`src/rtl/scbuf_fbd_ctl.sv`:
```
// Fill-buffer controller: allocates 8 entries, sequences 4-beat fills and OFF-mode stores onto the write port, schedules reads.
// Latency: grants are combinational in the request cycle; write/read port controls and fill_done register one cycle later.
// Backpressure: fill beats are never stalled; stores and reads are refused (requester holds) when not grantable.
// Optional protocol checker: define SCBUF_FBD_PROT_CHK_EN to build the sticky prot_err logic.
module scbuf_fbd_ctl #(
  parameter int NENT  = 8,
  parameter int NBEAT = 4
) (
  input  logic        rclk,
  input  logic        rst,
  input  logic        alloc_req,
  output logic        alloc_gnt,
  output logic [2:0]  alloc_id,
  output logic        fb_full,
  input  logic        dram_fill_vld,
  input  logic [2:0]  dram_fill_id,
  input  logic        st_req,
  input  logic [2:0]  st_id,
  input  logic [2:0]  st_dw,
  output logic        st_gnt,
  input  logic        rd_req,
  input  logic [2:0]  rd_id,
  input  logic        rd_last,
  output logic        rd_gnt,
  output logic        fill_done,
  output logic [2:0]  fill_done_id,
  output logic [15:0] sctag_scbuf_fbwr_wen_r2,
  output logic [2:0]  sctag_scbuf_fbwr_wl_r2,
  output logic        sctag_scbuf_fbd_stdatasel_c3,
  output logic        sctag_scbuf_fbrd_en_c3,
  output logic [2:0]  sctag_scbuf_fbrd_wl_c3,
  output logic        prot_err
);

  localparam int CW = $clog2(NBEAT);

  typedef enum logic [1:0] {
    ST_FREE  = 2'd0,
    ST_ALLOC = 2'd1,
    ST_READY = 2'd2
  } ent_state_e;

  ent_state_e      state_q [NENT];
  ent_state_e      state_d [NENT];
  logic [CW-1:0]   cnt_q   [NENT];
  logic [CW-1:0]   cnt_d   [NENT];
  logic [NENT-1:0] free_vec;

  logic [CW-1:0]   beat_cnt;
  logic            beat_last;
  logic            fill_adv;
  logic [15:0]     beat_wen;
  logic [15:0]     st_wen;

  // Free-entry vector feeds allocation and the full flag.
  always_comb begin
    free_vec = '0;
    for (int i = 0; i < NENT; i++) begin
      free_vec[i] = (state_q[i] == ST_FREE);
    end
  end

  // Lowest-numbered free entry wins; scanning downward leaves the lowest match last.
  always_comb begin
    alloc_id = '0;
    for (int i = NENT - 1; i >= 0; i--) begin
      if (free_vec[i]) alloc_id = 3'(i);
    end
  end

  assign fb_full   = ~|free_vec;
  assign alloc_gnt = alloc_req & ~fb_full;

  // Fill beats own the write port; a store only gets it in a beat-free cycle.
  assign st_gnt = st_req & ~dram_fill_vld & (state_q[st_id] != ST_FREE);
  // An entry completing this cycle is still ALLOC, so a same-cycle read is refused.
  assign rd_gnt = rd_req & (state_q[rd_id] == ST_READY);

  assign beat_cnt  = cnt_q[dram_fill_id];
  assign beat_last = (beat_cnt == CW'(NBEAT - 1));
  // Beats to non-ALLOC entries are still written but never advance entry state.
  assign fill_adv  = dram_fill_vld & (state_q[dram_fill_id] == ST_ALLOC);
  assign beat_wen  = 16'h000F << {beat_cnt, 2'b00};
  assign st_wen    = 16'h0003 << {st_dw, 1'b0};

  // Per-entry next state: grant, beat progress and last-read free target disjoint entry states.
  always_comb begin
    for (int i = 0; i < NENT; i++) begin
      state_d[i] = state_q[i];
      cnt_d[i]   = cnt_q[i];
      if (alloc_gnt && (alloc_id == 3'(i))) begin
        state_d[i] = ST_ALLOC;
        cnt_d[i]   = '0;
      end
      if (fill_adv && (dram_fill_id == 3'(i))) begin
        cnt_d[i] = cnt_q[i] + CW'(1);
        if (beat_last) state_d[i] = ST_READY;
      end
      if (rd_gnt && rd_last && (rd_id == 3'(i))) begin
        state_d[i] = ST_FREE;
      end
    end
  end

  // Entry state and beat counter registers.
  always_ff @(posedge rclk or posedge rst) begin
    if (rst) begin
      for (int i = 0; i < NENT; i++) begin
        state_q[i] <= ST_FREE;
        cnt_q[i]   <= '0;
      end
    end else begin
      for (int i = 0; i < NENT; i++) begin
        state_q[i] <= state_d[i];
        cnt_q[i]   <= cnt_d[i];
      end
    end
  end

  // Write-port controls; wordline holds across idle cycles.
  always_ff @(posedge rclk or posedge rst) begin
    if (rst) begin
      sctag_scbuf_fbwr_wen_r2      <= '0;
      sctag_scbuf_fbwr_wl_r2       <= '0;
      sctag_scbuf_fbd_stdatasel_c3 <= 1'b0;
    end else if (dram_fill_vld) begin
      sctag_scbuf_fbwr_wen_r2      <= beat_wen;
      sctag_scbuf_fbwr_wl_r2       <= dram_fill_id;
      sctag_scbuf_fbd_stdatasel_c3 <= 1'b0;
    end else if (st_gnt) begin
      sctag_scbuf_fbwr_wen_r2      <= st_wen;
      sctag_scbuf_fbwr_wl_r2       <= st_id;
      sctag_scbuf_fbd_stdatasel_c3 <= 1'b1;
    end else begin
      sctag_scbuf_fbwr_wen_r2      <= '0;
      sctag_scbuf_fbd_stdatasel_c3 <= 1'b0;
    end
  end

  // Read-port controls; wordline holds when no read issues.
  always_ff @(posedge rclk or posedge rst) begin
    if (rst) begin
      sctag_scbuf_fbrd_en_c3 <= 1'b0;
      sctag_scbuf_fbrd_wl_c3 <= '0;
    end else begin
      sctag_scbuf_fbrd_en_c3 <= rd_gnt;
      if (rd_gnt) sctag_scbuf_fbrd_wl_c3 <= rd_id;
    end
  end

  // Completion pulse lands in the same cycle the entry first reads READY.
  always_ff @(posedge rclk or posedge rst) begin
    if (rst) begin
      fill_done    <= 1'b0;
      fill_done_id <= '0;
    end else begin
      fill_done <= fill_adv & beat_last;
      if (fill_adv && beat_last) fill_done_id <= dram_fill_id;
    end
  end

`ifdef SCBUF_FBD_PROT_CHK_EN
  logic prot_viol;

  // Illegal accesses; store/read rejection already falls out of the grant terms.
  assign prot_viol = (dram_fill_vld & (state_q[dram_fill_id] != ST_ALLOC))
                   | (st_req & (state_q[st_id] == ST_FREE))
                   | (rd_req & (state_q[rd_id] == ST_FREE));

  // Sticky error flag, cleared only by reset.
  always_ff @(posedge rclk or posedge rst) begin
    if (rst) prot_err <= 1'b0;
    else if (prot_viol) prot_err <= 1'b1;
  end
`else
  assign prot_err = 1'b0;
`endif

endmodule
```
`config.mk`:
```
export PLATFORM = sky130hd
export DESIGN_NAME = scbuf_fbd_ctl
export DESIGN_NICKNAME = d
export VERILOG_FILES = /design/src/rtl/scbuf_fbd_ctl.sv
export SDC_FILE = /design/constraint.sdc
export NUM_CORES = 1
export LEC_CHECK = 0
export ABC_CLOCK_PERIOD_IN_PS = 1800
export CORE_ASPECT_RATIO = 0.7
export CORE_MARGIN = 4
export CORE_UTILIZATION = 45
export CTS_CLUSTER_SIZE = 20
export DETAILED_ROUTE_END_ITERATION = 16
export GPL_TIMING_DRIVEN = 0
export PLACE_DENSITY = 0.75
export SLEW_MARGIN = 30
export SYNTH_ARGS = -nofsm -noshare
export SYNTH_HDL_FRONTEND = slang
export SYNTH_SLANG_ARGS = --single-unit
```
`constraint.sdc`:
```
create_clock -name rclk -period 1.8 [get_ports rclk]
set_input_delay 0.18 -clock rclk [delete_from_list [all_inputs] [get_ports rclk]]
set_output_delay 0.18 -clock rclk [all_outputs]
set_load 0.005 [all_outputs]
```
==> flow_metrics.env, run 1 <==
export IMPL_drc=0
export IMPL_tightest_slew_ps=636
export IMPL_final_cell_area_sq_mm=0.00456
export IMPL_cts_reportedPaths_clkPinSlew_ps=100
export IMPL_rsz0062_at_grt="yes"
export IMPL_violations="setup timing"
export IMPL_vias=2995
export IMPL_power_density_mw_per_mm2=1200
export IMPL_wl_per_cell_um=18.7
export IMPL_peakVddDrop_v=0.000603
export IMPL_critical_path_top_delay_family="compound AO/OA/AOI/OAI gates"
export IMPL_synth_seq_area_share=0.431
export IMPL_setup_violations=15
export IMPL_fillers=470
export IMPL_post_route_util=0.716
export IMPL_worstPathArrival_ps=2170
export IMPL_h_tree_depth=2
export IMPL_core_sq_mm=0.00637
export IMPL_r2r_slack_ps=-130
export IMPL_crit_chain="buf_6, buf_6, nor4_4, a311oi_2, a22oi_2, buf_6, or3_4, o21bai_4"
export IMPL_synth_cell_types=58
export IMPL_grt_pass1_vias=2863
export IMPL_reg2reg_to="sctag_scbuf_fbwr_wen_r2[5]"
export IMPL_synth_top_area_frac=0.431
export IMPL_fin_skew_ps=11.2
export IMPL_grt_overflow_total=0
export IMPL_netlist_instances=313
export IMPL_finalMaxSlewViolations=0
export IMPL_drive_gt1_frac=0.412
export IMPL_drt_pass1_iterations=5
export IMPL_core_rowCount=24
export IMPL_p_leak_nw=1.97
export IMPL_clk_latency_ps=300
export IMPL_hold_buffers=0
export IMPL_finalCriticalPeriod_ps=1930
export IMPL_viasPerCell=5.78
export IMPL_num_io_pins=55
export IMPL_synth_seq_cells=52
export IMPL_critical_path_max_stage_delay_ps=410
export IMPL_place_congestion=0.945
export IMPL_rr_worst_depth=8
export IMPL_critPathBufInv=3
export IMPL_cts_sinks=52
export IMPL_cap_violations=0
export IMPL_die_area_sq_mm=0.00811
export IMPL_syn2layout_area_growth_pct=50.9
export IMPL_cts_buffers=5
export IMPL_crit_type="flip-flop to flip-flop"
export IMPL_cts_buffer_depth=2
export IMPL_finalCritPeriodShare=1.07
export IMPL_cp_end_kind="flip-flop"
export IMPL_cts_tree="done"
export IMPL_crit_reg2reg_launch="state_q[11]"
export IMPL_synthArstFlopShare=1.00
export IMPL_routed_wirelength_mm=9.68
export IMPL_synth_edf_count=0
export IMPL_layout_common_cells="buf_4, dfrtp_1, clkdlybuf4s50_1, nor2_1, a21oi_1"
export IMPL_syn_num_nets=332
export IMPL_critPathMaxFanout=7
export IMPL_yosys_area_top_type="dfrtp_1"
export IMPL_hpwlAfterDp_mm=6.11
export IMPL_synth_area_top_cells="dfrtp_1, mux4_2, nor2_1"
export IMPL_grt_max_degree=39
export IMPL_status="finished, violations left"
export IMPL_grt_usage=0.230
export IMPL_syn_avg_cell_area_sq_um=9.65
export IMPL_io_buffers=48
export IMPL_drtIter0Drc=188
export IMPL_cp_slowest_cell="dfrtp_2"
export IMPL_ys_flop_type="dfrtp_1"
export IMPL_die_h_um=76.6
export IMPL_maxSlewHeadroom=0.572
export IMPL_synth_warnings=0
export IMPL_hp_class="input pin to asynchronous set/reset pin"
export IMPL_die_x_um=106
export IMPL_worst_slack_ps=-133
export IMPL_cp_required_ps=2040
export IMPL_clockRootBuffer="clkbuf_8"
export IMPL_diodes=0
export IMPL_startpoint_type="flip-flop"
export IMPL_final_common_cell="buf_4"
export IMPL_placed_cell_area_sq_mm=0.00364
export IMPL_timing_fmax_ghz=0.517
export IMPL_synth_area_sq_mm=0.00302
export IMPL_crit_top_cell="buf_6"
export IMPL_grt_pass1_wl_mm=15.0
export IMPL_hold_violations=0
export IMPL_start_util=0.475
export IMPL_antenna_found_initial=0
export IMPL_nets=445
export IMPL_antenna_left=0
## final cells by class
cell class / instances / area, sq um / area share
plain buffers: 18 / 120 / 0.0263
clock inverters: 2 / 10.0 / 0.00219
well taps: 91 / 114 / 0.0250
flip-flops and latches: 52 / 1320 / 0.289
clock buffers: 6 / 82.6 / 0.0181
multi-input cells: 227 / 1880 / 0.412
inverters: 14 / 55.1 / 0.0121
repair buffers: 108 / 981 / 0.215
## cells in the mapped netlist, types with 2 or more instances
cell type and n:
o32a_1 3, nand3b_1 3, inv_1 13, or3_1 2
o22ai_1 2, nor3_1 8, nor2b_1 11, clkbuf_1 4
o31ai_1 2, nand4_1 4, or4_1 2, buf_2 4
o21ai_2 2, buf_4 10, o21bai_1 3, nand3_1 3
mux2i_1 2, dfrtp_1 52, a21oi_1 23, o41ai_1 4
nand2_1 16, o21ba_2 2, o22a_1 4, mux2_2 5
nor3b_1 11, a21o_1 4, nor4_1 5, a2bb2oi_1 3
or3b_2 2, nand2b_1 11, nor2_1 34, o21ai_0 21
buf_6 2, and4_1 2, and3b_1 2, a311oi_1 2
mux4_2 8, a31oi_1 2
## where the power goes
part,switching (mW),internal (mW)
clock,0.384,0.308
combinational,1.27,1.63
sequential,0.345,1.53
## state kept, by name, summed over array words and instances, names as in the netlist
register and flops:
sctag_scbuf_fbrd_wl_c3 3, sctag_scbuf_fbrd_en_c3 1, sctag_scbuf_fbwr_wl_r2 3, sctag_scbuf_fbd_stdatasel_c3 1, cnt_q 16, fill_done 1
state_q 16, sctag_scbuf_fbwr_wen_r2 8, fill_done_id 3
## metal layers
layer / part of all wire / global-route usage / routed length [um]
met1: 0.43 / 0.310 / 4160
met2: 0.48 / 0.372 / 4620
met3: 0.076 / 0.0711 / 739
met4: 0.016 / 0.0414 / 159
met5: 0 / 0 / 0
## worst register-to-register path: cells and delay by family, from the launching register on
family                 cells  cell delay (ps)
AOI/OAI and AO/OA          3              640
buffers and inverters      3              380
DFF                        1              410
and+or+nand+nor            2              450
## worst max-delay path by stage
stage                                            end             from  cells after the start  slack [ps]
after global routing      sctag_scbuf_fbwr_wen_r2[5]      state_q[11]                      8        -200
after floorplan            sctag_scbuf_fbrd_wl_c3[0]       state_q[6]                      5           7
after global placement                   state_q[13]              rst                      2        -670
final                     sctag_scbuf_fbwr_wen_r2[5]      state_q[11]                      8        -130
after CTS                                     rd_gnt       state_q[2]                      7         -80
after detailed placement                  state_q[3]  dram_fill_id[0]                      7        -610
## kinds of logic after synthesis
logic type | synth area share
AO/OA/AOI/OAI | 0.195
buffers and inverters | 0.0613
flip-flops | 0.431
multiplexers | 0.0849
other | 0.00124
AND/OR/NAND/NOR | 0.227
## stage by stage
| stage | setup WS [ps] | power (mW) | TNS (ps) | hold WS (ps) | std cells |
|---|---|---|---|---|---|
| CTS | -78.4 | 5.03 | -242 | 141 | 500 |
| finish | -133 | 5.47 | -965 | 135 | 518 |
| global placement | -670 | 3.73 | -52520 | 462 | 452 |
| floorplan | 6.55 | 2.94 | 0 | 332 | 313 |
| detailed placement | -610 | 3.81 | -18900 | 469 | 453 |
| global route | -205 | 5.78 | -3190 | 165 | 518 |
## timing repair
action	CTS	global route
pin swaps	18	15
resized for setup	91	38
endpoints found under the setup margin	44	39
setup buffers	39	22
No activity file was read; power rests on OpenSTA's default activity.
==> run 2: changes to the inputs <==
--- a/config.mk
+++ b/config.mk
@@ -8,11 +8,11 @@
 export ABC_CLOCK_PERIOD_IN_PS = 1800
 export CORE_ASPECT_RATIO = 0.7
 export CORE_MARGIN = 4
-export CORE_UTILIZATION = 45
+export CORE_UTILIZATION = 48
 export CTS_CLUSTER_SIZE = 20
 export DETAILED_ROUTE_END_ITERATION = 16
 export GPL_TIMING_DRIVEN = 0
-export PLACE_DENSITY = 0.75
+export PLACE_DENSITY = 0.79
 export SLEW_MARGIN = 30
 export SYNTH_ARGS = -nofsm -noshare
 export SYNTH_HDL_FRONTEND = slang
==> run 2 against run 1 <==
Compared with the run above:
- the run still ends with setup timing left
- first-iteration DRC count is 110% higher
- clock-buffer cell count rose by 2
- sequential power barely moved
- clock power about the same
- largest cell class unchanged
- largest power group unchanged
==> flow_metrics.env, run 2 (synthesis gave the netlist of run 1 again) <==
export IMPL_io_buffers=48
export IMPL_cts_reportedPaths_clkPinSlew_ps=90
export IMPL_hold_slack_ps=164
export IMPL_startpoint_type="flip-flop"
export IMPL_crit_reg2reg_launch="cnt_q[9]"
export IMPL_clk_latency_ps=310
export IMPL_timing_fmax_ghz=0.489
export IMPL_drt_pass1_iterations=6
export IMPL_crit_start="cnt_q[9]"
export IMPL_place_congestion=0.930
export IMPL_layout_common_cells="buf_4, dfrtp_1, clkdlybuf4s50_1, nor2_1, a21oi_1"
export IMPL_num_io_pins=55
export IMPL_cts_buffer_depth=2
export IMPL_nets=450
export IMPL_grt_max_degree=32
export IMPL_clockRootBuffer="clkbuf_8"
export IMPL_finalCriticalPeriod_ps=2050
export IMPL_setup_violations=24
export IMPL_tightest_slew_ps=611
export IMPL_finalCritPeriodShare=1.14
export IMPL_worst_slack_ps=-246
export IMPL_antenna_left=0
export IMPL_core_rowCount=23
export IMPL_antenna_found_initial=0
export IMPL_fin_skew_ps=8.78
export IMPL_hold_violations=0
export IMPL_cts_buffers=5
export IMPL_status="finished, violations left"
export IMPL_finalMaxSlewViolations=0
export IMPL_syn2layout_area_growth_pct=52.3
export IMPL_grt_pass1_vias=2800
export IMPL_worstPathArrival_ps=2200
export IMPL_rsz0062_at_grt="yes"
export IMPL_critPathMaxFanout=3
export IMPL_cts_tree="done"
export IMPL_peakVddDrop_v=0.000626
export IMPL_p_leak_nw=1.99
export IMPL_hpwlAfterDp_mm=5.99
export IMPL_wl_per_cell_um=20.7
export IMPL_vias=3167
export IMPL_critical_path_max_stage_delay_ps=540
export IMPL_die_h_um=74.4
export IMPL_drive_gt1_frac=0.414
export IMPL_maxSlewHeadroom=0.589
export IMPL_critical_path_top_delay_family="compound AO/OA/AOI/OAI gates"
export IMPL_grt_overflow_total=0
export IMPL_drtIter0Drc=397
export IMPL_diodes=0
export IMPL_cp_required_ps=1960
export IMPL_die_area_sq_mm=0.00765
export IMPL_cap_violations=0
export IMPL_violations="setup timing"
export IMPL_crit_type="flip-flop to flip-flop"
export IMPL_critPathBufInv=1
export IMPL_final_common_cell="buf_4"
export IMPL_power_density_mw_per_mm2=1230
export IMPL_cts_sinks=52
export IMPL_h_tree_depth=2
export IMPL_crit_chain="mux4_2, buf_4, nor3b_1, o21ai_0, o41ai_2"
export IMPL_top_regs="cnt_q x16, state_q x16, sctag_scbuf_fbwr_wen_r2 x8"
export IMPL_viasPerCell=6.25
export IMPL_die_x_um=103
export IMPL_routed_wirelength_mm=10.5
export IMPL_cp_end_kind="flip-flop"
export IMPL_finalPower_mw=5.67
export IMPL_grt_pass1_wl_mm=14.9
export IMPL_hp_class="input pin to asynchronous set/reset pin"
export IMPL_start_util=0.512
export IMPL_core_sq_mm=0.00590
export IMPL_drc=0
export IMPL_cp_slowest_cell="mux4_2"
export IMPL_grt_usage=0.258
==> run 2: worst register-to-register path, cell delays in order (launching register included) <==
cell     delay (ps)
dfrtp_1         430
mux4_2          540
buf_4           170
nor3b_1         130
o21ai_0         440
o41ai_2         190
==> run 2: repair_timing <==
action,in CTS,in global routing
pin swaps,24,23
setup endpoints to repair,40,38
resized for setup,98,41
buffers inserted,46,21
cloned,0,0
hold endpoints to repair,0,0
hold buffers,0,0
==> run 2: routing by layer <==
layer / vias up / GRT usage / wire length, um
li1: 1383 / - / -
met1: 1502 / 0.354 / 4190
met2: 232 / 0.408 / 4770
met3: 50 / 0.0731 / 1110
met4: 0 / 0.0675 / 427
met5: - / 0 / 0
==> run 2: area by class of cell <==
cell class / count / area (sq um)
buffer: 17 / 116
fill: 380 / 1300
sequential: 52 / 1320
clock buffer: 8 / 90.1
inverter: 14 / 55.1
timing repair buffer: 114 / 1010
multi-input combinational: 227 / 1920
tap: 75 / 93.8
==> run 2: report_power, final <==
group          internal (mW)  switching (mW)
combinational           1.69            1.41
sequential              1.53           0.342
clock                  0.315           0.378
total                   3.54            2.13
==> run 2: stage by stage <==
step	instance area [sq um]	util	std cells	setup TNS, ps	setup slack, ps
3_3_place_gp	3600	0.610	436	-48800	-614
5_1_grt	4600	0.780	507	-3260	-305
3_5_place_dp	3620	0.613	437	-17990	-591
4_1_cts	4270	0.724	488	-266	-94.2
6_report	4600	0.780	507	-1620	-246
2_1_floorplan	3020	-	313	0	6.55
==> run 2: path summary, 6_finish.rpt <==
| kind | cells past startpoint | slack (ps) | to |
|---|---|---|---|
| min in group rclk | 2 | 240 | sctag_scbuf_fbwr_wen_r2[14] |
| max in group asynchronous | 3 | 1150 | state_q[8] |
| hold / removal | 2 | 160 | cnt_q[4] |
| setup reg to reg | 5 | -250 | sctag_scbuf_fbwr_wen_r2[9] |
| setup / recovery | 5 | -250 | sctag_scbuf_fbwr_wen_r2[9] |
| hold reg to reg | 1 | 490 | cnt_q[11] |
==> run 3: changes to the inputs <==
--- a/config.mk
+++ b/config.mk
@@ -13,7 +13,7 @@
 export DETAILED_ROUTE_END_ITERATION = 16
 export GPL_TIMING_DRIVEN = 0
 export PLACE_DENSITY = 0.79
-export SLEW_MARGIN = 30
 export SYNTH_ARGS = -nofsm -noshare
 export SYNTH_HDL_FRONTEND = slang
 export SYNTH_SLANG_ARGS = --single-unit
+export TNS_END_PERCENT = 1
==> constraint.sdc (replaced) <==
create_clock -name rclk -period 1.8 [get_ports rclk]
set_input_delay 0.18 -clock rclk [delete_from_list [all_inputs] [get_ports rclk]]
set_output_delay 0.18 -clock rclk [all_outputs]
set_load 0.02 [all_outputs]
==> run 3 against run 2 <==
Compared with the run above:
- the run still ends with setup timing left
- register-to-register slack improved by 110 ps
- largest cell class unchanged
- sequential power barely moved
- critical path type unchanged
- combinational power fell by 18%
- setup slack improved by 110 ps
==> flow_metrics.env, run 3 (synthesis gave the netlist of run 1 again) <==
export IMPL_status="finished, violations left"
export IMPL_violations="setup timing"
export IMPL_critPathBufInv=3
export IMPL_grt_pass1_wl_mm=13.6
export IMPL_placed_cell_area_sq_mm=0.00362
export IMPL_die_area_sq_mm=0.00765
export IMPL_finalCritPeriodShare=1.08
export IMPL_finalCriticalPeriod_ps=1940
export IMPL_hold_slack_ps=207
export IMPL_power_frac_comb=0.495
export IMPL_critical_path_max_stage_delay_ps=420
export IMPL_cp_end_kind="flip-flop"
export IMPL_final_common_cell="dfrtp_1"
export IMPL_viasPerCell=6.13
export IMPL_instances_no_fill=467
export IMPL_setup_violations=21
export IMPL_drive_gt1_frac=0.329
export IMPL_p_sw_frac=0.398
export IMPL_syn2layout_area_growth_pct=36.5
export IMPL_p_int_mw=3.09
export IMPL_die_h_um=74.4
export IMPL_peakVddDrop_v=0.000545
export IMPL_worstPathArrival_ps=2160
export IMPL_cp_slowest_cell="dfrtp_1"
export IMPL_hold_violations=0
export IMPL_drtIter0Drc=257
export IMPL_p_leak_nw=1.73
export IMPL_io_buffers=48
export IMPL_grt_usage=0.230
export IMPL_cts_buffer_depth=2
export IMPL_die_x_um=103
export IMPL_grt_overflow_total=0
export IMPL_cts_sinks=52
export IMPL_cp_required_ps=2020
export IMPL_drt_pass1_iterations=5
export IMPL_critPathMaxFanout=7
export IMPL_hpwlAfterDp_mm=6.06
export IMPL_final_cell_area_sq_mm=0.00412
export IMPL_pwr_share_clk=0.133
export IMPL_cts_tree="done"
export IMPL_grt_max_degree=28
export IMPL_maxSlewHeadroom=0.588
export IMPL_startpoint_type="flip-flop"
export IMPL_layout_common_cells="dfrtp_1, clkdlybuf4s50_1, buf_4, nor2_1, a21oi_1"
export IMPL_wl_per_cell_um=18.8
export IMPL_drc=0
export IMPL_tightest_slew_ps=613
export IMPL_fin_skew_ps=6.19
export IMPL_power_density_mw_per_mm2=1250
export IMPL_post_route_util=0.699
export IMPL_r2r_slack_ps=-140
export IMPL_crit_top_cell="buf_6"
export IMPL_h_tree_depth=2
export IMPL_diodes=0
export IMPL_preCtsSetupSlack_ps=-725
export IMPL_num_io_pins=55
export IMPL_worst_slack_ps=-139
export IMPL_rsz0062_at_grt="yes"
export IMPL_p_seq_frac=0.372
export IMPL_routed_wirelength_mm=8.78
export IMPL_core_sq_mm=0.00590
export IMPL_clk_latency_ps=300
export IMPL_cap_violations=0
export IMPL_critical_path_top_delay_family="compound AO/OA/AOI/OAI gates"
export IMPL_crit_chain="buf_6, nor4_4, a311oi_2, a22oi_2, buf_4, buf_6, or3_4, o21bai_1"
export IMPL_place_congestion=0.937
export IMPL_cts_buffers=5
export IMPL_crit_type="flip-flop to flip-flop"
export IMPL_core_rowCount=23
export IMPL_finalMaxSlewViolations=0
export IMPL_antenna_left=0
export IMPL_timing_fmax_ghz=0.516
export IMPL_nets=410
export IMPL_hp_class="input pin to flip-flop"
export IMPL_dpl_cell_count=437
export IMPL_top_regs="cnt_q x16, state_q x16, sctag_scbuf_fbwr_wen_r2 x8"
export IMPL_grt_pass1_vias=2729
export IMPL_clockRootBuffer="clkbuf_8"
export IMPL_cts_reportedPaths_clkPinSlew_ps=90
export IMPL_start_util=0.512
export IMPL_p_sw_mw=2.05
export IMPL_antenna_found_initial=0
export IMPL_vias=2864
-- run 3: cell type report --
class / count / area, sq um
Buffer: 20 / 136
Fill cell: 461 / 1780
Inverter: 14 / 52.6
Sequential cell: 52 / 1320
Clock buffer: 8 / 90.1
Multi-Input combinational cell: 227 / 1770
Timing Repair Buffer: 71 / 659
Tap cell: 75 / 93.8
-- run 3: final timing paths --
check | startpoint | end | cells past startpoint
setup reg to reg | state_q[10] | sctag_scbuf_fbwr_wen_r2[7] | 8
hold / removal | dram_fill_vld | sctag_scbuf_fbwr_wen_r2[9] | 2
min in group asynchronous | rst | cnt_q[5] | 2
hold reg to reg | cnt_q[11] | cnt_q[11] | 1
setup / recovery | state_q[10] | sctag_scbuf_fbwr_wen_r2[7] | 8
max in group asynchronous | rst | state_q[13] | 3
-- run 3: power groups by stage --
stage / clock network (mW) / logic (mW) / registers (mW)
after CTS: 0.694 / 2.35 / 1.88
after global routing: 0.742 / 2.72 / 1.97
after floorplan: 0 / 1.29 / 1.93
final: 0.683 / 2.55 / 1.91
after global placement: 0 / 2.09 / 1.91
after detailed placement: 0 / 2.14 / 1.93
-- run 3: through the flow --
step | setup TNS, ps | power, mW
after floorplan | -0.269 | 3.21
after detailed placement | -19210 | 4.07
after global routing | -2670 | 5.43
after global placement | -49940 | 4.00
after CTS | -991 | 4.92
final | -1150 | 5.14
-- run 3: repair_timing --
item | in CTS | in global routing
endpoints found under the setup margin | 44 | 38
buffers inserted | 14 | 8
hold buffers | 0 | 0
pin swaps | 5 | 11
gates resized for setup | 67 | 40
-- run 3: layer usage --
layer  global-route usage  vias to the layer above  part of all wire
met2                0.349                      146              0.45
met4               0.0704                        0             0.015
li1                     -                     1300                 -
met5                    0                        -                 0
met1                0.326                     1398              0.44
met3               0.0600                       20             0.092
-- run 3: worst reg2reg max path, delay by kind of cell, from the launching register on --
family / cells / cell delay, ps
AO/OA/AOI/OAI: 3 / 610
buffers and inverters: 3 / 430
flip-flops: 1 / 420
AND/OR/NAND/NOR: 2 / 410
